--- src/rtl/pipeline_hazard_ctrl.sv ---
// pipeline_hazard_ctrl: per-stage enable/bubble/flush control from load-use stalls, branch redirects and dmem waits.
module pipeline_hazard_ctrl #(
  parameter int CNT_WIDTH  = 32,
  parameter int WAIT_LIMIT = 64
) (
  input  logic                 clk,
  input  logic                 rst,
  input  logic                 stall_rs,
  input  logic                 stall_rt,
  input  logic                 br_redirect,
  input  logic [31:0]          br_target,
  input  logic                 dmem_req,
  input  logic                 dmem_ready,
  output logic                 pc_en,
  output logic                 pc_redirect,
  output logic [31:0]          redirect_pc,
  output logic                 if_id_en,
  output logic                 if_id_flush,
  output logic                 id_ex_en,
  output logic                 id_ex_bubble,
  output logic                 ex_mem_en,
  output logic                 mem_wb_en,
  output logic                 mem_wb_bubble,
  output logic                 wait_err,
  output logic [CNT_WIDTH-1:0] stall_cycles,
  output logic [CNT_WIDTH-1:0] flush_count
);
  typedef enum logic {RUN, DMEM_WAIT} state_t;
  localparam int WW = $clog2(WAIT_LIMIT + 1);
  localparam logic [WW-1:0] LIM = WW'(WAIT_LIMIT);
  state_t state_q, state_d;
  logic pend_q, pend_d;
  logic [31:0] pend_pc_q, pend_pc_d;
  logic [WW-1:0] wait_cnt_q, wait_cnt_d;
  logic wait_err_q, wait_err_d;
  logic [CNT_WIDTH-1:0] stall_q, stall_d, flush_q, flush_d;
  logic ld_use, freeze, br_run, redir;
  always_comb begin
    ld_use = stall_rs | stall_rt;
    freeze = (state_q == DMEM_WAIT) ? ~dmem_ready : (dmem_req & ~dmem_ready);
    // EX is frozen during a wait, so a branch pulse only counts when it arrives in RUN
    br_run = (state_q == RUN) & br_redirect;
    redir = ~freeze & (br_run | pend_q);
    pc_en = ~freeze & (redir | ~ld_use);
    pc_redirect = redir;
    redirect_pc = br_run ? br_target : pend_pc_q;
    if_id_en = ~freeze & (redir | ~ld_use);
    if_id_flush = redir;
    id_ex_en = ~freeze;
    id_ex_bubble = ~freeze & (redir | ld_use);
    ex_mem_en = ~freeze;
    mem_wb_en = ~freeze;
    mem_wb_bubble = freeze;
    if (rst) begin
      pc_en = 1'b0;
      pc_redirect = 1'b0;
      redirect_pc = '0;
      if_id_en = 1'b0;
      if_id_flush = 1'b1;
      id_ex_en = 1'b0;
      id_ex_bubble = 1'b1;
      ex_mem_en = 1'b0;
      mem_wb_en = 1'b0;
      mem_wb_bubble = 1'b1;
    end
    state_d = freeze ? DMEM_WAIT : RUN;
    wait_cnt_d = ~freeze ? '0 : (state_q == RUN) ? WW'(1) :
                 (wait_cnt_q == LIM) ? wait_cnt_q : wait_cnt_q + 1'b1;
    wait_err_d = wait_err_q | (freeze & (wait_cnt_d == LIM));
    pend_d = redir ? 1'b0 : (br_run & freeze) ? 1'b1 : pend_q;
    pend_pc_d = (br_run & freeze) ? br_target : pend_pc_q;
    stall_d = (~pc_en & ~&stall_q) ? stall_q + 1'b1 : stall_q;
    flush_d = (redir & ~&flush_q) ? flush_q + 1'b1 : flush_q;
  end
  always_ff @(posedge clk) begin
    if (rst) begin
      state_q <= RUN;
      pend_q <= 1'b0;
      pend_pc_q <= '0;
      wait_cnt_q <= '0;
      wait_err_q <= 1'b0;
      stall_q <= '0;
      flush_q <= '0;
    end else begin
      state_q <= state_d;
      pend_q <= pend_d;
      pend_pc_q <= pend_pc_d;
      wait_cnt_q <= wait_cnt_d;
      wait_err_q <= wait_err_d;
      stall_q <= stall_d;
      flush_q <= flush_d;
    end
  end
  assign wait_err = wait_err_q;
  assign stall_cycles = stall_q;
  assign flush_count = flush_q;
endmodule
--- config.mk ---
export PLATFORM = sky130hd
export DESIGN_NAME = pipeline_hazard_ctrl
export DESIGN_NICKNAME = d
export VERILOG_FILES = /design/src/rtl/pipeline_hazard_ctrl.sv
export SDC_FILE = /design/constraint.sdc
export NUM_CORES = 1
export LEC_CHECK = 0
export ABC_CLOCK_PERIOD_IN_PS = 2500
export BUFFER_PORTS_ARGS = -buffer_cell sky130_fd_sc_hd__buf_4
export CORE_MARGIN = 10
export CORE_UTILIZATION = 26
export CTS_CLUSTER_SIZE = 24
export DETAILED_ROUTE_END_ITERATION = 6
export GPL_TIMING_DRIVEN = 0
export PLACE_DENSITY = 0.54
export SYNTH_ARGS = -nofsm -noshare
export SYNTH_HDL_FRONTEND = slang
export SYNTH_SLANG_ARGS = --single-unit
--- constraint.sdc ---
create_clock -name clk -period 2.5 [get_ports clk]
set_input_delay 0.125 -clock clk [delete_from_list [all_inputs] [get_ports clk]]
set_output_delay 0.125 -clock clk [all_outputs]
set_load 0.005 [all_outputs]
[After elaboration in Yosys (flattened, before gate mapping)]
Cells that the tools add are included.
Cells by class
  equality and inequality tests: 2
  add/sub/neg operators: 3
  multiplexer cells: 13
  bitwise gates (word level): 19
  reduce and logical (&&, ||, !) cells: 5
Operators by type and width (count)
  32-bit by 1-bit adder with 32-bit output, second input constant: 2
  32-bit two-way mux: 2
  32-bit AND reduction: 2
  7-bit two-way mux: 3
  7-bit == test, second input constant: 2
  1-bit bitwise AND: 9
  1-bit two-way mux: 8
  7-bit by 1-bit adder with 7-bit output, second input constant: 1
  1-bit inverter: 5
  1-bit OR: 5
  1-bit logical NOT: 2
  2-bit OR reduction: 1
Word-level totals
  output and inout port bits: 106
  register bits after elaboration: 106

[Longest topological paths before layout]
  word-level depth: 10
  depth in mapped cells: 7

[Worst setup path before layout]
Ideal clock, no wire load.
  path type: reg-to-reg
  start point: register stall_q[0], in the netlist stall_cycles[0]
  end point: register stall_q[27], in the netlist stall_cycles[27]
  required time: 2.379 ns
  cell stages (with the launch flop): 8
  period minus slack after synthesis: 2.390 ns
  buffers on the path: 1
  library setup time: 0.121 ns
  path slack: 0.110 ns
  arrival time: 2.269 ns
  path through: dfxtp_1 ha_1 nand4_1 or4_1 o31ai_4 buf_2 nor3_1 mux2_2
Between the ends
  longest elaborated chain between the ends: 3
  elaborated cells between the ends (all ways): 4
  those cells by class: add/sub (1); bitwise (1); reduce/logical (2)
Ends and longest elaborated chain
  start, declared: RTL line 36  | logic [CNT_WIDTH-1:0] stall_q, stall_d, flush_q, flush_d;
  start signal, assigned: RTL line 90  | stall_q <= stall_d;
  branches (longest 3 deep; another with 32-bit by 1-bit adder with 32-bit output)
Parallel ways; which one is timed is not known.
A chain may end at the register's enable or synchronous reset.

[Worst setup path in the final report]
  start point: register stall_q[6], in the netlist stall_cycles[6]
  end point: register stall_q[1], in the netlist stall_cycles[1]
Between the ends
  longest elaborated chain between the ends: 3
Ends and longest elaborated chain
  32-bit AND reduction: RTL line 72  | stall_d = (~pc_en & ~&stall_q) ? stall_q + 1'b1 : stall_q;
  1-bit logical NOT: RTL line 72
  1-bit bitwise AND: RTL line 72
Every way passes these cells.

==> out/qor.log <==
INFO  outcome        run_status=complete, no violations
INFO  sta            final_cycle_utilization_of_the_critical_path=96.4%
INFO  yosys          post_synth_main_area_contributors=dfxtp_1 40%, nand2_1 11%, a21oi_1 10%
INFO  power          pwr_density_cell=497nW/um^2
INFO  floorplan      top_level_ports=145
INFO  setup_path     critical_path_arrival=2620ps
INFO  clock_tree     cts-root-buf=clkbuf_16
INFO  power          share_comb_of_total_power=10.5%
INFO  final_layout   seq_area=2130um^2
INFO  yosys          synth_seq_area_share=39.6%
INFO  yosys          postSynthNetCount=753
INFO  yosys          yosys.area.top_type_share=39.6%
INFO  power          p_leak=2.62nW
INFO  yosys          synthesized_netlist_cell_count=710
INFO  min_path       timing.hold.worst_path_depth=3
INFO  setup_path     critical_path.most_common_cell=buf_4
INFO  min_path       hold_removal_path_class=input pin to register
INFO  final_layout   drive_gt1_share=24.5%
INFO  final_layout   final_core_density=35.8%
INFO  routing        via_per_inst=4.93
INFO  setup_path     reg2reg_from=stall_cycles[6]$_SDFFE_PP0P_
INFO  power          irDropWorstVdd=0.259mV
INFO  grt            grt_first_pass_wirelength=29,700um
INFO  yosys          synthDominantAreaCellType=dfxtp_1
INFO  clock_tree     clock_sinks=106
INFO  final_layout   multi_input_area=3070um^2
INFO  yosys          synth.lib_cells_used.distinct=54
INFO  clock_tree     path_clk_slew=80ps
INFO  clock_tree     cts_tree=done
INFO  floorplan      floorplan.die.width=164um
INFO  power          internal-power=2.69mW
INFO  power          seqPwrFrac=48.3%
INFO  floorplan      floorplan.core_area=20,200um^2
INFO  grt            grtUsageTotal=13.7%
INFO  sta            timing.setup.tns=0ps
INFO  placed_design  final_hpwl_from_detailed_placement=13,700um
INFO  clock_tree     clkLatencyLatePin=350ps
INFO  sta            slew_violations=0
INFO  final_layout   fin_cells=1,150
INFO  setup_path     crit_path_top_delay_cell=or4_4
INFO  routing        drt-total-wl=18,400um
INFO  routing        drcViolationCount=0
INFO  setup_path     crit_chain=nand4_1, buf_4, or4_4, o31ai_4, buf_4, buf_6, mux2i_1, nor2_1
INFO  sta            timing.max_slew.rel_slack=48.7%
INFO  clock_tree     cts_buffer_depth=2
INFO  routing        dr.pass1.iters=5
INFO  floorplan      die_h=164um
INFO  yosys          synth_area=5360um^2
INFO  min_path       hold_start=br_target[4]
INFO  final_layout   insertedDiodeCount=0
INFO  setup_path     timing.setup.critical_path_class=register to register
INFO  setup_path     critical_path.endpoint_type=register
INFO  setup_path     worst_reg2reg_path_depth=8
INFO  placed_design  gpl.final_weighted_congestion=0.795
INFO  grt            grt_pass1_vias=5,544
INFO  clock_tree     count_of_h_tree_levels_built_during_cts=3
INFO  routing        antenna_left=0
INFO  final_layout   syn_to_final_growth=35.2%
INFO  floorplan      core.rowCount=52
INFO  setup_path     reg2reg_setup_slack=90ps
INFO  floorplan      start_util=26.5%
INFO  min_path       worst_hold_path.endpoint=pend_pc_q[4]$_SDFFE_PP0P_
INFO  yosys          post_synth.cell_area_avg=7.55um^2
INFO  setup_path     cp-start-kind=register
INFO  power          clockPowerShare=41.2%
INFO  sta            clock.fmax=415MHz
INFO  final_layout   nets=918
INFO  setup_path     cp_max_fo=10
INFO  job            drv_cap=0
INFO  power          power.net_switching=0.911mW
INFO  yosys          number_of_enable_flip_flop_cells_after_synthesis=0
INFO  sta            max_slew.worst_pin.slew=768ps
INFO  final_layout   n_fill_cell=2,166
INFO  routing        drt-initial-drc-count=288
INFO  yosys          synth_async_sr_flop_share=0%
INFO  routing        dr_total_vias=5,670
INFO  grt            globalRoute.totalOverflow=0
INFO  yosys          synth_top_flop_cell=dfxtp_1
INFO  sta            clock-skew-final=8.00ps
INFO  sta            min_period=2410ps
INFO  clock_tree     cts-buffers-inserted=9
INFO  yosys          postSynthRegisterBits=106
INFO  sta            final-hold-violation-count=0
INFO  routing        wl_per_cell=16.0um
INFO  placed_design  placed_cells_incl_taps=1,124
INFO  sta            finalSetupViolCount=0
INFO  grt            grt_max_degree=18
INFO  grt            antenna_found_initial=0
INFO  placed_design  io_buffer_count=144
INFO  floorplan      die-area=26,800um^2
INFO  power          switching_share=25.3%
INFO  clock_tree     postCtsHoldBufs=0
INFO  setup_path     crit_path_largest_cell_delay=580ps
INFO  setup_path     critical_path.reg2reg.endpoint=stall_cycles[1]$_SDFFE_PP0P_
INFO  yosys          yosys_warnings=0
INFO  setup_path     cp.required=2710ps
area by class of cell:
class	count	area share [%]
clock inverters	6	0.898
repair buffers	154	16.0
plain buffers	43	2.68
clock buffers	10	3.30
multi-input cells	547	42.4
inverters	14	0.726
well taps	270	4.66
flip-flops and latches	106	29.4
metal layers:
metal  wire length, um  global-route usage (%)  vias up
li1                  -                       -     2867
met3              1020                    3.73       15
met5                 0                       0        -
met2              8710                    21.8      113
met4               247                    5.08        0
met1              8410                    17.3     2675
logic make-up after synthesis:
logic type      count (synthesis)  synth area share [%]
xor+xnor                       18                  2.94
simple gates                  340                  30.7
mux                            10                  2.05
flops                         106                  39.6
compound gates                175                  19.5
buf+inv                        57                  4.27
fa+ha+maj                       4                 0.934
per-stage QoR:
stage               area [um^2]  hold slack [ps]  power [mW]  setup WS (ps)
finish                     7240             27.1        3.60           90.7
global route               7240             14.2        3.79          -23.2
CTS                        7160             10.0        3.67           2.97
detailed placement         6780              392        2.15           -324
global placement           6780              386        2.15           -346
floorplan                  5360              261        1.95            110
what timing repair did:
item | in CTS | in global routing
setup buffers | 4 | 6
endpoints found under the hold margin | 0 | 0
pin swaps | 2 | 4
resized for setup | 14 | 14
endpoints found under the setup margin | 54 | 45
synthesized netlist by cell type (3+ instances only):
library cell  count
nand2_1         160
a21oi_1         107
dfxtp_1         106
nor2_1           40
clkbuf_1         31
nand3_1          25
or3_1            25
o21ai_0          22
or4_1            20
o31ai_1          19
nand4_1          18
inv_1            12
xnor2_1          12
nor4_1           11
nor3_1            9
mux2_2            8
nor2b_1           8
and4_1            6
buf_1             6
xor2_1            6
a211oi_1          4
and3_1            4
ha_1              4
a31o_2            3
buf_2             3
buf_4             3
o2111ai_1         3
or2_2             3
placed cells by master, fill, tap and decap left out, types with 6 or more instances in the layout:
cell       count
nand2_1      160
buf_4        158
a21oi_1      107
dfxtp_1      102
nor2_1        39
clkbuf_1      27
or3_1         25
nand3_1       24
o21ai_0       22
o31ai_1       19
nand4_1       18
or4_1         18
inv_1         12
xnor2_1       12
nor4_1        10
clkbuf_16      9
mux2_2         8
nor3_1         8
nor2b_1        7
and4_1         6
xor2_1         6
worst max path at each step:
stage               cells past startpoint                         start                       endpoint  slack (ps)
floorplan                               7  stall_cycles[0]$_SDFFE_PP0P_  stall_cycles[27]$_SDFFE_PP0P_         110
global placement                        7  stall_cycles[0]$_SDFFE_PP0P_  stall_cycles[27]$_SDFFE_PP0P_        -350
detailed placement                      7  stall_cycles[0]$_SDFFE_PP0P_  stall_cycles[27]$_SDFFE_PP0P_        -320
CTS                                     5  stall_cycles[5]$_SDFFE_PP0P_  stall_cycles[25]$_SDFFE_PP0P_           3
global route                            8  stall_cycles[6]$_SDFFE_PP0P_   stall_cycles[1]$_SDFFE_PP0P_         -20
finish                                  8  stall_cycles[6]$_SDFFE_PP0P_   stall_cycles[1]$_SDFFE_PP0P_          90
state kept, by name, indices dropped and copies added (netlist names):
register	count
flush_count	32
pend_pc_q	32
stall_cycles	32
wait_cnt_q	7
pend_q	1
state_q	1
wait_err	1
worst max-delay path, delay by kind of cell, from the launching register on:
family	cells	cell delay, ps
muxes	1	200
AOI/OAI and AO/OA	1	250
buffers and inverters	3	530
and+or+nand+nor	3	850
DFF	1	440
power groups by stage:
stage          clock [mW]  sequential [mW]  combinational (mW)
2_1_floorplan           0             1.77               0.175
3_3_place_gp            0             1.78               0.370
3_5_place_dp            0             1.78               0.371
4_1_cts              1.55             1.74               0.384
5_1_grt              1.62             1.74               0.424
6_report             1.48             1.74               0.377
No activity file was read; power rests on OpenSTA's default activity.
